[src/rtl/imem_boot_loader.sv]
// imem_boot_loader: assembles a little-endian byte stream into words, writes them to imem, then releases the CPU
module imem_boot_loader #(
  parameter int WIDTH = 32,
  parameter int DEPTH = 64,
  parameter int ADDR_W = 6
) (
  input  logic              clk,
  input  logic              rst_n,
  input  logic              start,
  input  logic [ADDR_W:0]   load_len,
  input  logic [7:0]        rx_data,
  input  logic              rx_valid,
  output logic              rx_ready,
  input  logic [ADDR_W-1:0] fetch_addr,
  output logic [ADDR_W-1:0] mem_addr,
  output logic [WIDTH-1:0]  mem_wdata,
  output logic              mem_we,
  output logic              cpu_hold,
  output logic              busy,
  output logic              done,
  output logic [ADDR_W:0]   words_loaded
);
  typedef enum logic [1:0] {IDLE, RECV, WRITE, DONE} state_t;
  localparam logic [ADDR_W:0] MAX_LEN = (ADDR_W+1)'(DEPTH);
  state_t            state_q, state_d;
  logic [ADDR_W:0]   len_q, len_d, wl_q, wl_d;
  logic [ADDR_W-1:0] wptr_q, wptr_d;
  logic [1:0]        bidx_q, bidx_d;
  logic [WIDTH-1:0]  word_q, word_d;
  always_comb begin
    state_d = state_q;
    len_d = len_q;
    wl_d = wl_q;
    wptr_d = wptr_q;
    bidx_d = bidx_q;
    word_d = word_q;
    if (start && load_len != '0 && (state_q == IDLE || state_q == DONE)) begin
      state_d = RECV;
      len_d = load_len > MAX_LEN ? MAX_LEN : load_len;
      wl_d = '0;
      wptr_d = '0;
      bidx_d = '0;
    end
    if (state_q == RECV && rx_valid) begin
      word_d[{bidx_q, 3'b000} +: 8] = rx_data;
      bidx_d = bidx_q + 2'd1;
      state_d = bidx_q == 2'd3 ? WRITE : RECV;
    end
    if (state_q == WRITE) begin
      wl_d = wl_q + 1'b1;
      state_d = wl_q + 1'b1 == len_q ? DONE : RECV;
      wptr_d = wl_q + 1'b1 == len_q ? wptr_q : wptr_q + 1'b1;
    end
  end
  always_ff @(posedge clk) begin
    if (!rst_n) begin
      state_q <= IDLE;
      len_q <= '0;
      wl_q <= '0;
      wptr_q <= '0;
      bidx_q <= '0;
      word_q <= '0;
    end else begin
      state_q <= state_d;
      len_q <= len_d;
      wl_q <= wl_d;
      wptr_q <= wptr_d;
      bidx_q <= bidx_d;
      word_q <= word_d;
    end
  end
  assign rx_ready = state_q == RECV;
  assign mem_we = state_q == WRITE;
  assign busy = state_q == RECV || state_q == WRITE;
  assign done = state_q == DONE;
  assign cpu_hold = state_q != DONE;
  assign words_loaded = wl_q;
  assign mem_addr = busy ? wptr_q : fetch_addr;
  assign mem_wdata = mem_we ? word_q : '0;
endmodule

[config.mk]
export PLATFORM = sky130hd
export DESIGN_NAME = imem_boot_loader
export DESIGN_NICKNAME = d
export VERILOG_FILES = /design/src/rtl/imem_boot_loader.sv
export SDC_FILE = /design/constraint.sdc
export NUM_CORES = 1
export LEC_CHECK = 0
export ABC_CLOCK_PERIOD_IN_PS = 2009
export BUFFER_PORTS_ARGS = -buffer_cell sky130_fd_sc_hd__buf_2
export CAP_MARGIN = 15
export CORE_MARGIN = 3
export CORE_UTILIZATION = 47
export DETAILED_ROUTE_END_ITERATION = 8
export HOLD_SLACK_MARGIN = 0.02
export PLACE_DENSITY = 0.81
export SETUP_SLACK_MARGIN = 0.2
export SLEW_MARGIN = 20
export SYNTH_ARGS = -nofsm -noshare
export SYNTH_HDL_FRONTEND = slang
export SYNTH_SLANG_ARGS = --single-unit
export TNS_END_PERCENT = 100
[constraint.sdc]
create_clock -name clk -period 2.01 [get_ports clk]
set_input_delay 0.201 -clock clk [delete_from_list [all_inputs] [get_ports clk]]
set_output_delay 0.201 -clock clk [all_outputs]
set_load 0.05 [all_outputs]
==> results.toml <==
[status]
outcome = "completed"

[power_and_ir_drop]
p_leak_nw = 1.64
powerDensity_nw_per_um2 = 941
power.total_mw = 3.55
ir_drop_uv = 531

[placed_design]
dp_cells = 459
gp_congestion = 0.837
dpl.hpwl_mm = 5.18
port_buffers = 74

[synth]
synth-main-ff-cell = "dfxtp_1"
ys_seq_area_frac = 0.408
synth_area_per_cell_um2 = 8.69
yosys_warnings = 0
ys_top_cells_by_area = "dfxtp_1, a22oi_1, and2_1"
synth_edf_count = 0
syn_nets = 351
ys_ff_latch = 56
syn_area_um2 = 2750
yosys.area.top_type_share = 0.408
ys_async_sr_fraction = 0
syn_inst = 316
yosysTopAreaCell = "dfxtp_1"
yosysUniqueCellTypes = 42

[sta]
max_freq_ghz = 0.500
min_period_over_period = 0.996
hold_viol = 0
fin_skew_ns = 0.00556
rsz0062_at_grt = "true"
setup_viol = 0
post-route-min-period_ns = 2.00
slew_headroom = 0.563
final-max-slew-violation-count = 0
worst_pin_slew_ns = 0.649

[cells_and_area]
area_growth_pct = 37.4
drive_above_1_share = 0.409
n_antenna_cell = 0
n_fill_cell = 475
fin_cells = 480
nets = 442

[cts]
cts_buffer_depth = 2
tritoncts = "done"
cts_buffers = 5
root_buffer = "clkbuf_8"
path_clk_slew_ns = 0.11
h-tree-depth = 2
clock_latency_ns = 0.31
holdBufCountCts = 0
cts.sinks = 56

[die]
row_count = 27
die_w_um = 82.4
dieHeight_um = 82.4
core_um2 = 5570
die_area_um2 = 6790
io_pins = 75
start_util = 0.492

[drt]
vias_per_cell = 5.58
route.antenna.remaining_nets = 0
post_drt_wl_per_cell_um = 16.1
firstDrtPassIters = 5
drt_wl_total_mm = 7.74
drc = 0
dr.first_iter.drc_count = 146
vias = 2679

[grt]
antenna_found_initial = 0
grt_pass1_vias = 2406
grt_remaining_overflow = 0
grt_start_max_net_pins = 37
grt_usage = 0.215
grt_pass1_wl_mm = 11.3

[worst_setup_path]
crit_path_end_kind = "flop"
worstSetupPathType = "reg -> reg"
arrival_ns = 2.25
critPathLaunchType = "flop"
cp.required_ns = 2.25
crit_fanout = 5

[min_path]
hold_class = "in -> reg"

[run]
maxCapViolCount = 0
routing by layer:
metal / routed length [um] / vias to the layer above / global-route usage
met5: 0 / - / 0
met4: 114 / 0 / 0.0598
met3: 470 / 10 / 0.0510
met2: 4060 / 100 / 0.370
met1: 3090 / 1280 / 0.267
li1: - / 1289 / -
flip-flops by register name (all words and copies together), names as in the netlist:
signal / flops
wptr_q: 6
bidx_q: 2
word_q: 32
len_q: 7
words_loaded: 7
state_q: 2
metrics by stage:
stage | worst slack (ns) | setup TNS, ns | hold WS [ns] | area, um2 | utilization
2_1_floorplan | -0.0292 | -0.0292 | 0.337 | 2870 | -
3_3_place_gp | 0.0564 | 0 | 0.457 | 3380 | 0.606
4_1_cts | 0.0106 | 0 | 0.149 | 3620 | 0.649
5_1_grt | -0.0453 | -0.115 | 0.145 | 3770 | 0.677
6_report | 0.00874 | 0 | 0.159 | 3770 | 0.677
3_5_place_dp | 0.00801 | 0 | 0.466 | 3380 | 0.606
timing repair:
action / in CTS / in global routing
setup endpoints to repair: 53 / 68
pin swaps: 6 / 8
gates resized for setup: 23 / 37
cloned: 1 / 0
endpoints found under the hold margin: 0 / 0
setup buffers: 8 / 4
cell families after synthesis:
group / Yosys count / share of synthesized area
compound gates: 71 / 0.174
xor+xnor: 9 / 0.0287
fa+ha+maj: 10 / 0.0456
buf+inv: 24 / 0.0360
flops: 56 / 0.408
mux: 7 / 0.0278
simple gates: 139 / 0.279
cell usage in the layout (no fill, tap or decap), drive strengths merged, types with 6 or more instances in the layout:
master | Yosys | layout
buf | 2 | 82
dfxtp | 56 | 56
nor2 | 45 | 45
and2 | 34 | 34
a22oi | 32 | 32
clkbuf | 14 | 23
a21oi | 20 | 20
nand2 | 17 | 17
ha | 10 | 10
inv | 8 | 9
o21ai | 8 | 8
nand3 | 8 | 8
nand3b | 6 | 6
xnor2 | 6 | 6
final timing paths:
path	from	slack, ns	endpoint	cells past startpoint
worst min register to register	len_q[0]	0.49	len_q[0]	2
worst max register to register	words_loaded[0]	0.009	wptr_q[4]	8
worst min-delay path	load_len[0]	0.16	len_q[0]	3
worst max-delay path	words_loaded[0]	0.009	wptr_q[4]	8
synth_stat cells, types with 3 or more instances:
master,number
dfxtp_1,56
nor2_1,45
and2_1,34
a22oi_1,32
a21oi_1,20
nand2_1,17
clkbuf_1,14
ha_1,10
nand3_1,8
o21ai_0,8
inv_1,7
nand3b_1,6
xnor2_1,6
mux2_2,5
nor3b_1,5
nor3_1,4
nor2b_1,3
nor4b_2,3
xor2_1,3
power breakdown:
group / internal, mW / switching [mW]
Sequential: 1.18 / 0.0597
Clock: 0.257 / 0.408
Combinational: 0.674 / 0.970
worst max-delay path, stage by stage, from the launching register on:
cell and delay, ns:
dfxtp_4 0.37, ha_4 0.17, and3_4 0.18, and3_4 0.20, xnor2_4 0.16, nor4_4 0.07, buf_4 0.16, or4b_1 0.45
a31oi_1 0.17
area by class of cell:
cell class / count / area, um2 / share of cell area
Clock inverter: 3 / 27.5 / 0.00730
Clock buffer: 5 / 68.8 / 0.0182
Timing Repair Buffer: 100 / 707 / 0.187
Tap cell: 72 / 90.1 / 0.0239
Sequential cell: 56 / 1130 / 0.301
Inverter: 8 / 30.0 / 0.00796
Multi-Input combinational cell: 236 / 1710 / 0.454
Note: power is estimated with default switching activity, not from simulation.
